===== config.mk =====
export PLATFORM = sky130hd
export DESIGN_NAME = nn_pixel_loader
export DESIGN_NICKNAME = d
export VERILOG_FILES = /design/src/rtl/nn_pixel_loader.sv
export SDC_FILE = /design/constraint.sdc
export NUM_CORES = 1
export LEC_CHECK = 0
export BUFFER_PORTS_ARGS = -buffer_cell sky130_fd_sc_hd__clkbuf_2
export CORE_UTILIZATION = 48
export CTS_CLUSTER_DIAMETER = 50
export DETAILED_ROUTE_END_ITERATION = 6
export GPL_TIMING_DRIVEN = 0
export PLACE_DENSITY = 0.86
export SLEW_MARGIN = 0
export SYNTH_ARGS = -nofsm -noshare
export SYNTH_HDL_FRONTEND = slang
export SYNTH_SLANG_ARGS = --single-unit

===== constraint.sdc =====
create_clock -name clk -period 2.1 [get_ports clk]
set_input_delay 0 -clock clk [delete_from_list [all_inputs] [get_ports clk]]
set_output_delay 0 -clock clk [all_outputs]
set_load 0.02 [all_outputs]

===== src/rtl/nn_pixel_loader.sv =====
// rtl/nn_pixel_loader.sv - unpacks 32-bit pixel words into the NN core pixel port and sequences start/done
module nn_pixel_loader #(
    parameter int N_IN    = 784,
    parameter int TIMEOUT = 4096
) (
    input  logic        clk,
    input  logic        rst,
    input  logic        word_we,
    input  logic [31:0] word_data,
    output logic        word_ready,
    input  logic        clear,
    output logic        pix_we,
    output logic [9:0]  pix_addr,
    output logic [7:0]  pix_data,
    output logic        core_start,
    input  logic        core_done,
    input  logic [3:0]  core_pred,
    output logic        busy,
    output logic        result_valid,
    output logic [3:0]  result,
    output logic        overrun,
    output logic        timeout_err,
    output logic [9:0]  pix_count
);

    localparam int         CNT_W     = $clog2(TIMEOUT) + 1;
    localparam logic [9:0] LAST_ADDR = 10'(N_IN - 1);
    localparam logic [CNT_W-1:0] CNT_LAST = CNT_W'(TIMEOUT - 1);

    typedef enum logic [1:0] {
        ST_IDLE   = 2'd0,
        ST_UNPACK = 2'd1,
        ST_START  = 2'd2,
        ST_WAIT   = 2'd3
    } state_t;

    state_t           state_q, state_d;
    logic [31:0]      hold_q, hold_d;
    logic [1:0]       byte_idx_q, byte_idx_d;
    logic [9:0]       ptr_q, ptr_d;
    logic [9:0]       pix_count_q, pix_count_d;
    logic [CNT_W-1:0] cnt_q, cnt_d;
    logic [3:0]       result_q, result_d;
    logic             result_valid_q, result_valid_d;
    logic             overrun_q, overrun_d;
    logic             timeout_err_q, timeout_err_d;

    logic             last_byte;
    logic             accept;

    // Byte currently presented is the final pixel of the image
    assign last_byte = (ptr_q == LAST_ADDR);
    // A word is taken only when the loader is ready and no abort is pending
    assign accept    = word_we && word_ready && !clear;

    // State register
    always_ff @(posedge clk) begin
        if (!rst) begin
            state_q <= ST_IDLE;
        end else begin
            state_q <= state_d;
        end
    end

    // Next-state logic; clear overrides every transition
    always_comb begin
        state_d = state_q;
        if (clear) begin
            state_d = ST_IDLE;
        end else begin
            case (state_q)
                ST_IDLE: begin
                    if (accept) begin
                        state_d = ST_UNPACK;
                    end
                end
                ST_UNPACK: begin
                    if (last_byte) begin
                        state_d = ST_START;
                    end else if (byte_idx_q == 2'd3) begin
                        state_d = accept ? ST_UNPACK : ST_IDLE;
                    end
                end
                ST_START: begin
                    state_d = ST_WAIT;
                end
                ST_WAIT: begin
                    if (core_done || (cnt_q == CNT_LAST)) begin
                        state_d = ST_IDLE;
                    end
                end
                default: begin
                    state_d = ST_IDLE;
                end
            endcase
        end
    end

    // Output decode; strobes are suppressed in a clear cycle
    always_comb begin
        word_ready = (state_q == ST_IDLE) ||
                     ((state_q == ST_UNPACK) && (byte_idx_q == 2'd3) && !last_byte);
        pix_we     = (state_q == ST_UNPACK) && !clear;
        core_start = (state_q == ST_START) && !clear;
        busy       = (state_q != ST_IDLE);
        pix_addr   = ptr_q;
        pix_data   = hold_q[{byte_idx_q, 3'b000} +: 8];
    end

    // Datapath next values: hold register, pointers, timeout counter and sticky flags
    always_comb begin
        hold_d         = hold_q;
        byte_idx_d     = byte_idx_q;
        ptr_d          = ptr_q;
        pix_count_d    = pix_count_q;
        cnt_d          = '0;
        result_d       = result_q;
        result_valid_d = result_valid_q;
        overrun_d      = overrun_q;
        timeout_err_d  = timeout_err_q;

        if (clear) begin
            ptr_d          = '0;
            pix_count_d    = '0;
            byte_idx_d     = '0;
            result_valid_d = 1'b0;
            overrun_d      = 1'b0;
            timeout_err_d  = 1'b0;
        end else begin
            if (word_we && !word_ready) begin
                overrun_d = 1'b1;
            end

            if ((state_q == ST_START) || (state_q == ST_WAIT)) begin
                cnt_d = cnt_q + CNT_W'(1);
            end

            case (state_q)
                ST_IDLE: begin
                    if (accept) begin
                        hold_d     = word_data;
                        byte_idx_d = 2'd0;
                        if (ptr_q == 10'd0) begin
                            // first word of a new image wipes the previous outcome
                            result_valid_d = 1'b0;
                            timeout_err_d  = 1'b0;
                            pix_count_d    = '0;
                        end
                    end
                end
                ST_UNPACK: begin
                    pix_count_d = pix_count_q + 10'd1;
                    if (last_byte) begin
                        ptr_d      = '0;
                        byte_idx_d = 2'd0;
                    end else begin
                        ptr_d = ptr_q + 10'd1;
                        if (accept) begin
                            hold_d     = word_data;
                            byte_idx_d = 2'd0;
                        end else begin
                            byte_idx_d = byte_idx_q + 2'd1;
                        end
                    end
                end
                ST_WAIT: begin
                    if (core_done) begin
                        result_d       = core_pred;
                        result_valid_d = 1'b1;
                    end else if (cnt_q == CNT_LAST) begin
                        timeout_err_d = 1'b1;
                    end
                end
                default: begin
                end
            endcase
        end
    end

    // Datapath registers
    always_ff @(posedge clk) begin
        if (!rst) begin
            hold_q         <= '0;
            byte_idx_q     <= '0;
            ptr_q          <= '0;
            pix_count_q    <= '0;
            cnt_q          <= '0;
            result_q       <= '0;
            result_valid_q <= 1'b0;
            overrun_q      <= 1'b0;
            timeout_err_q  <= 1'b0;
        end else begin
            hold_q         <= hold_d;
            byte_idx_q     <= byte_idx_d;
            ptr_q          <= ptr_d;
            pix_count_q    <= pix_count_d;
            cnt_q          <= cnt_d;
            result_q       <= result_d;
            result_valid_q <= result_valid_d;
            overrun_q      <= overrun_d;
            timeout_err_q  <= timeout_err_d;
        end
    end

    assign result_valid = result_valid_q;
    assign result       = result_q;
    assign overrun      = overrun_q;
    assign timeout_err  = timeout_err_q;
    assign pix_count    = pix_count_q;

endmodule


==> results.toml, run 1 <==
[timing]
final.setup_skew_ps = 16.8
rsz0062_at_grt = "yes"
worst_pin_slew_ps = 726
fmax_ghz = 0.477
setup-tns-final_ps = 0
min_period_over_period_pct = 99.9
setup_slack_ps = 1.61
setup_viol = 0
finalHoldViolCount = 0
period_minus_slack_ps = 2100
drv_slew = 0
maxSlewHeadroom_pct = 51.6

[job]
max_cap_violations = 0

[global_route]
grt_max_degree = 16
grt_pass1_vias = 3260
antenna_found_initial = 0
grt_usage_pct = 26.9
grt_overflow = 0
grt_first_pass_wirelength_um = 15000

[hold_path]
hold_class = "primary input to flip-flop"

[final_layout]
drive_above_1_share_pct = 28.9
area_growth_pct = 40.5
layout_common_cells = "nand2_1 (87), clkbuf_2 (82), dfxtp_1 (73), a21oi_1 (40), dlygate4sd3_1 (38)"
layout_commonest_cell = "nand2_1"
nNetsFinal = 578
num_antenna_cells = 0

[synthesis]
synth_cells = 394
netlist-cell-type-count = 44
ys_seq_area_share_pct = 45.4
syn_area_um2 = 3350
synthFlopType = "dfxtp_1"
synth_edf_count = 0
ys_seq_elements = 76
ys_warn_count = 0
synth_async_sr_flop_share_pct = 0
syn_nets = 440
syn_avg_cell_area_um2 = 8.50

[setup_path]
end_kind = "flip-flop"
worst_ep_required_time_ps = 2390
worstPathArrival_ps = 2390
crit_buf_inv = 2
cp-start-kind = "flip-flop"
crit_path_max_incr_delay_ps = 590
critPathKind = "flip-flop to flip-flop"
path_max_fanout = 5
critPathTopFamily = "compound AO/OA/AOI/OAI gates"
slowest_stage = "or4_4"
cp_cell_sequence = "or4_4 -> o31ai_4 -> a21bo_2 -> buf_8 -> buf_8 -> nand2_1 -> a21oi_2"
crit_top_cell = "buf_8"

[detailed_routing]
antenna_left = 0
totalWireLength_um = 11000
drt-pass1-iter-count = 5
drt_first_iter_violations = 351
drc = 0
wire_per_inst_um = 17.8
avgViaCountPerCell = 5.94
vias = 3667

[cts]
tritoncts = "yes"
clk_pin_slew_ps = 90
clock_path_buffers = 2
numCtsBuffers = 9
clock_latency_ps = 380
root_buffer = "clkbuf_8"
htreeDepth = 3
clkSinkCount = 76

[placement]
post-dp-hpwl_um = 5790
pre_cts_slack_ps = -181
io_buffers = 79
place.gp.congestion = 0.841

[power]
leakage_nw = 1.89
power_density_nw_per_um2 = 644
total_power_w = 0.00303
max-vdd-ir-drop_v = 0.000420

[floorplanning]
core_region_area_um2 = 6760
num_io_pins = 80
start_util_pct = 49.6
rows = 30
dieWidth_um = 85.5
die_y_um = 85.5
die_area_um2 = 7320

[outcome]
status = "complete, no violations"
routing by layer:
| metal | share of wire (%) | GRT usage, % | wire length [um] |
|---|---|---|---|
| met1 | 37 | 30.5 | 4090 |
| met3 | 8.1 | 6.16 | 886 |
| met5 | 0 | 0 | 0 |
| met2 | 49 | 45.2 | 5370 |
| met4 | 5.7 | 18.3 | 626 |
metrics by stage:
step           hold WS [ps]  cells  utilization, %  cell area (um^2)
2_1_floorplan          79.8    394               -              3350
3_3_place_gp            224    553            56.9              3840
3_5_place_dp            228    553            56.9              3840
4_1_cts                56.6    609            66.2              4480
5_1_grt                89.0    617            69.6              4700
6_report               71.5    617            69.6              4700
where the power goes:
part	leakage (nW)	switching, W	internal (W)	total, W
combinational	1.18	0.000170	0.000162	0.000332
sequential	0.618	0.0000213	0.00147	0.00149
clock	0.0984	0.000638	0.000567	0.00121
worst reg2reg max path: stages (launching register included):
cell	delay, ps
dfxtp_4	360
or4_4	590
o31ai_4	300
a21bo_2	260
buf_8	160
buf_8	130
nand2_1	80
a21oi_2	160
flip-flops by register name, indices dropped and copies added (netlist names), named ones only:
name,count
byte_idx_q,2
cnt_q,13
hold_q,32
overrun,1
pix_addr,10
pix_count,10
result,4
result_valid,1
state_q,1
timeout_err,1
cell usage after synthesis, drive strengths merged, types with 2 or more instances:
library cell,instances,area [um^2]
and4,2,17.5
o31a,2,27.5
ha,5,62.6
and2b,2,17.5
nor2,30,113
o22ai,3,18.8
clkbuf,12,45.0
nand4,3,18.8
and3,6,37.5
a31oi,2,12.5
o211ai,2,15.0
mux4,8,180
xnor2,7,61.3
buf,9,62.6
or3,10,65.1
inv,10,37.5
nor3,7,35.0
mux2i,4,40.0
nor2b,5,31.3
xor2,8,70.1
o31ai,3,36.3
o21ai,13,65.1
dfxtp,76,1520
nand2b,3,18.8
or4,3,26.3
nand2,87,327
a21oi,50,250
nand3,13,65.1
layout make-up:
| type | count | area (um^2) |
|---|---|---|
| fill | 453 | 2050 |
| multi-input combinational | 287 | 1770 |
| sequential | 76 | 1530 |
| timing repair buffer | 129 | 935 |
| buffer | 19 | 125 |
| clock buffer | 9 | 124 |
| tap | 80 | 100 |
| clock inverter | 7 | 82.6 |
| inverter | 10 | 37.5 |
final timing paths:
path | startpoint | to | slack, ps | cells past startpoint
max | pix_addr[4] | hold_q[31] | 2 | 7
min | core_done | timeout_err | 70 | 4
max reg2reg | pix_addr[4] | hold_q[31] | 2 | 7
min reg2reg | hold_q[7] | hold_q[7] | 460 | 2
cells by family after synthesis:
group           synth area share, %
compound gates                 13.4
xor+xnor                       3.92
simple gates                   24.4
buf+inv                        4.33
mux                            6.57
fa+ha+maj                      1.87
flops                          45.4
timing repair:
item / 4_1_cts / 5_1_grt
hold buffers: 38 / 0
endpoints found under the setup margin: 48 / 51
endpoints found under the hold margin: 41 / 0
resized for setup: 11 / 27
pin swaps: 2 / 9
setup buffers: 1 / 7
gates cloned: 1 / 3
No activity file was read; power rests on OpenSTA's default activity.
==> run 2: changes to the inputs <==
- CELL_PAD_IN_SITES_DETAIL_PLACEMENT: not set -> 2
- CELL_PAD_IN_SITES_GLOBAL_PLACEMENT: not set -> 2
- CORE_UTILIZATION: 48 -> 28
- GPL_TIMING_DRIVEN: 0 -> not set
- PLACE_DENSITY: 0.86 -> 0.85
==> results.toml, run 2 (same netlist as run 1, synthesis figures left out) <==
[timing]
final.setup_skew_ps = 9.06
setup_viol = 0
finalHoldViolCount = 0
min_period_over_period_pct = 97.8
period_minus_slack_ps = 2050
fmax_ghz = 0.487
hold_ws_ps = 141
maxSlewHeadroom_pct = 64.6
drv_slew = 0
worst_pin_slew_ps = 527

[detailed_routing]
vias = 3417
antenna_left = 0
avgViaCountPerCell = 5.11
wire_per_inst_um = 21.3
totalWireLength_um = 14200
drt-pass1-iter-count = 6
drc = 6
drt_first_iter_violations = 141

[floorplanning]
dieWidth_um = 111
die_area_um2 = 12400
num_io_pins = 80
start_util_pct = 29.1
rows = 39
core_region_area_um2 = 11500
die_y_um = 111

[hold_path]
whs_path_depth = 3
hold_class = "primary input to flip-flop"

[placement]
post-dp-hpwl_um = 7660
io_buffers = 79
place.gp.congestion = 0.790

[setup_path]
endpoint = "pix_count[9]"
r2r-end = "pix_count[9]"
cp-startpoint = "pix_addr[0]"
rr_worst_depth = 7
path_max_fanout = 5
end_kind = "flip-flop"
cp-start-kind = "flip-flop"
critPathKind = "flip-flop to flip-flop"
worstReg2RegStart = "pix_addr[0]"
r2r_setup_slack_ps = 50
worstPathArrival_ps = 2340
worst_ep_required_time_ps = 2390

[cts]
tritoncts = "yes"
clk_pin_slew_ps = 70
clkSinkCount = 76
clock_path_buffers = 2
root_buffer = "clkbuf_16"
clock_latency_ps = 340
htreeDepth = 3
numCtsBuffers = 9

[global_route]
antenna_found_initial = 0
grt_pass1_vias = 3871
grt_max_degree = 38
grt_usage_pct = 23.0
grt_first_pass_wirelength_um = 21700
grt_overflow = 0

[final_layout]
largest-register = "hold_q"
fillers = 1254
drive_above_1_share_pct = 26.8
layout_commonest_cell = "nand2_1"
num_antenna_cells = 0
fin_util_pct = 41.2
reg.largest.list = "hold_q (32), cnt_q (13)"
area_growth_pct = 41.7
nNetsFinal = 567
largest_reg_flops = 32
layout_common_cells = "nand2_1 (87), clkbuf_2 (79), dfxtp_1 (75), a21oi_1 (47), dlygate4sd3_1 (38)"

[power]
max-vdd-ir-drop_v = 0.000437
power_density_nw_per_um2 = 757
leakage_nw = 1.90

[outcome]
status = "complete, but fails checks"
violations = "design-rule violations"

[job]
max_cap_violations = 0
==> run 2: metrics by stage <==
step                      std cells  TNS [ps]  cell area (um^2)  power [W]  setup WS, ps
after floorplan                 394         0              3350    0.00164          8.98
after global placement          610         0              3960    0.00173           129
after detailed placement        610     -8.22              3960    0.00175         -8.22
after CTS                       665         0              4680    0.00356          6.43
after global routing            669      -283              4750    0.00371         -36.4
final                           669         0              4750    0.00359          46.0
==> run 2: per-layer routing <==
metal  wire length (um)  global-route usage (%)  part of all wire (%)  vias up
met5                  0                       0                     0        -
met1               5800                    26.3                    41     1686
met3                483                    3.76                   3.4       32
met2               7570                    42.9                    53       91
li1                   -                       -                     -     1608
met4                367                    8.56                   2.6        0
==> run 2: cell type report <==
type / instances / area, um^2 / area share, %
multi-input cells: 289 / 1740 / 36.7
flip-flops and latches: 76 / 1520 / 32.1
repair buffers: 135 / 936 / 19.7
clock buffers: 9 / 225 / 4.74
well taps: 143 / 179 / 3.77
clock inverters: 7 / 105 / 2.21
inverters: 10 / 37.5 / 0.791
==> run 2: timing repair <==
action | CTS | global route
gates resized for setup | 0 | 11
cloned | 0 | 2
hold endpoints to repair | 38 | 0
hold buffers | 38 | 0
pin swaps | 1 | 3
setup buffers | 1 | 2
setup endpoints to repair | 6 | 12
==> run 2: where the power goes <==
group          internal (W)  leakage [nW]  total [W]  switching, W
sequential          0.00147         0.616    0.00150     0.0000254
clock               0.00106         0.159    0.00178      0.000720
combinational      0.000143          1.13   0.000313      0.000170
==> run 2: worst min path at each step <==
stage	end	start
floorplan	pix_we	clear
global placement	hold_q[30]	word_data[30]
detailed placement	hold_q[22]	word_data[22]
CTS	cnt_q[1]	clear
global route	timeout_err	core_done
finish	cnt_q[1]	clear
==> run 2: critical path: stages (launching register included) <==
cell and delay, ps:
dfxtp_2 350, inv_2 80, ha_1 170, nor4b_4 230
nand3_2 170, o31a_4 420, or4_4 480, nand2_1 90
==> run 3: changes to the inputs <==
- SETUP_SLACK_MARGIN: not set -> 0.15
==> results.toml, run 3 (same netlist as run 1, synthesis figures left out) <==
[setup_path]
cp-startpoint = "pix_addr[5]"
worstPathArrival_ps = 2260
crit_buf_inv = 1
critPathKind = "flip-flop to flip-flop"
crit_path_max_incr_delay_ps = 590
end_kind = "flip-flop"
path_max_fanout = 8
slowest_stage = "or4_4"
rr_worst_depth = 6
r2r-end = "hold_q[11]"
cp-start-kind = "flip-flop"
r2r_setup_slack_ps = 110
critPathTopFamily = "compound AO/OA/AOI/OAI gates"
cp_cell_sequence = "or4_4 -> o31ai_4 -> a21bo_4 -> clkbuf_16 -> nand2_1 -> a21oi_1"
worstReg2RegStart = "pix_addr[5]"
worst_ep_required_time_ps = 2370

[timing]
final.setup_skew_ps = 11.2
setup_viol = 0
drv_slew = 0
maxSlewHeadroom_pct = 63.8
worst_pin_slew_ps = 541
min_period_over_period_pct = 94.8
period_minus_slack_ps = 1990
setup_slack_ps = 110
fmax_ghz = 0.502
finalHoldViolCount = 0
rsz0062_at_grt = "yes"
setup-tns-final_ps = 0

[cts]
htreeDepth = 3
clock_path_buffers = 2
clock_latency_ps = 350
tritoncts = "yes"
root_buffer = "clkbuf_16"
clk_pin_slew_ps = 60
clkSinkCount = 76
numCtsBuffers = 9

[final_layout]
multiInputGateArea_um2 = 1850
ff_latch_area_um2 = 1540
num_antenna_cells = 0
fillers = 1230
layout_commonest_cell = "nand2_1"
area_growth_pct = 49.2
layout_common_cells = "nand2_1 (84), clkbuf_2 (78), dfxtp_1 (67), a21oi_1 (40), dlygate4sd3_1 (38)"
fin_area_um2 = 5000
reg.largest.list = "hold_q (32), cnt_q (13)"
drive_above_1_share_pct = 33.6
largest_reg_flops = 32
largest-register = "hold_q"
stdcell_count = 679
nNetsFinal = 577

[placement]
place_inst = 610
post-dp-hpwl_um = 7640
dpl_cell_area_um2 = 3960
pre_cts_slack_ps = 3.56
io_buffers = 79
place.gp.congestion = 0.761

[detailed_routing]
avgViaCountPerCell = 5.19
drt-pass1-iter-count = 6
wire_per_inst_um = 20.7
totalWireLength_um = 14100
antenna_left = 0
vias = 3522
drt_first_iter_violations = 125
drc = 5

[global_route]
antenna_found_initial = 1
grt_max_degree = 38
grt_first_pass_wirelength_um = 21400
grt_pass1_vias = 4032
grt_overflow = 0
grt_usage_pct = 22.4

[hold_path]
hold_class = "primary input to flip-flop"
whs_path_depth = 3
min_to = "cnt_q[1]"
min_from = "clear"

[outcome]
status = "complete, but fails checks"
violations = "design-rule violations"

[floorplanning]
start_util_pct = 29.1
die_area_um2 = 12400
dieWidth_um = 111
die_y_um = 111
rows = 39
core_region_area_um2 = 11500
num_io_pins = 80

[job]
max_cap_violations = 0

[power]
power_density_nw_per_um2 = 708
max-vdd-ir-drop_v = 0.000424
leakage_nw = 1.98
## run 3: cell count changes in the layout (fill, tap and decap cells not counted), moves of 3 or more
cell     before  now
dfxtp_4       0    4
nand2_1      87   84
dfxtp_1      75   67
or3_4         0    3
nand2_2       0    3
buf_4        16   23
a21oi_2       3   10
a21oi_1      47   40
dfxtp_2       1    5
inv_6         3    0
ha_1          5    2
## run 3: tightest hold or removal path, stage by stage
cell and delay, ps:
clkbuf_2 140, nor2b_1 110, and3_1 190
## run 3: layout make-up
type / count / share of cell area, %
timing repair buffer: 146 / 21.3
sequential: 76 / 30.9
tap: 143 / 3.58
multi-input combinational: 288 / 37.0
inverter: 10 / 0.851
clock buffer: 12 / 4.93
clock inverter: 4 / 1.45
## run 3: per-stage QoR
stage	power [W]	hold WS, ps	utilization (%)
finish	0.00354	140	43.4
global route	0.00363	143	43.4
CTS	0.00352	119	41.7
detailed placement	0.00175	234	34.4
global placement	0.00173	226	34.4
floorplan	0.00164	79.8	-
## run 3: power breakdown
part | leakage [nW] | switching, W | internal, W
combinational | 1.21 | 0.000175 | 0.000162
sequential | 0.622 | 0.0000225 | 0.00147
clock | 0.153 | 0.000636 | 0.00107
## run 3: timing repair
action	CTS	global route
hold buffers	38	0
buffers inserted	8	4
resized for setup	19	34
setup endpoints to repair	52	54
hold endpoints to repair	38	0
pin swaps	5	13
cloned	1	2
## run 3: per-layer routing
layer | global-route usage, % | wire length (um) | up-vias
li1 | - | - | 1628
met1 | 24.4 | 5530 | 1778
met2 | 41.5 | 7820 | 89
met3 | 4.68 | 361 | 27
met4 | 9.91 | 341 | 0
met5 | 0 | 0 | -
## run 3: worst max-delay path by stage
stage / cells past startpoint / to / slack (ps)
after floorplan: 5 / pix_count[9] / 130
after global placement: 7 / pix_count[9] / 90
after detailed placement: 7 / pix_count[9] / 4
after CTS: 4 / pix_count[9] / 140
after global routing: 7 / hold_q[26] / 60
final: 6 / hold_q[11] / 110
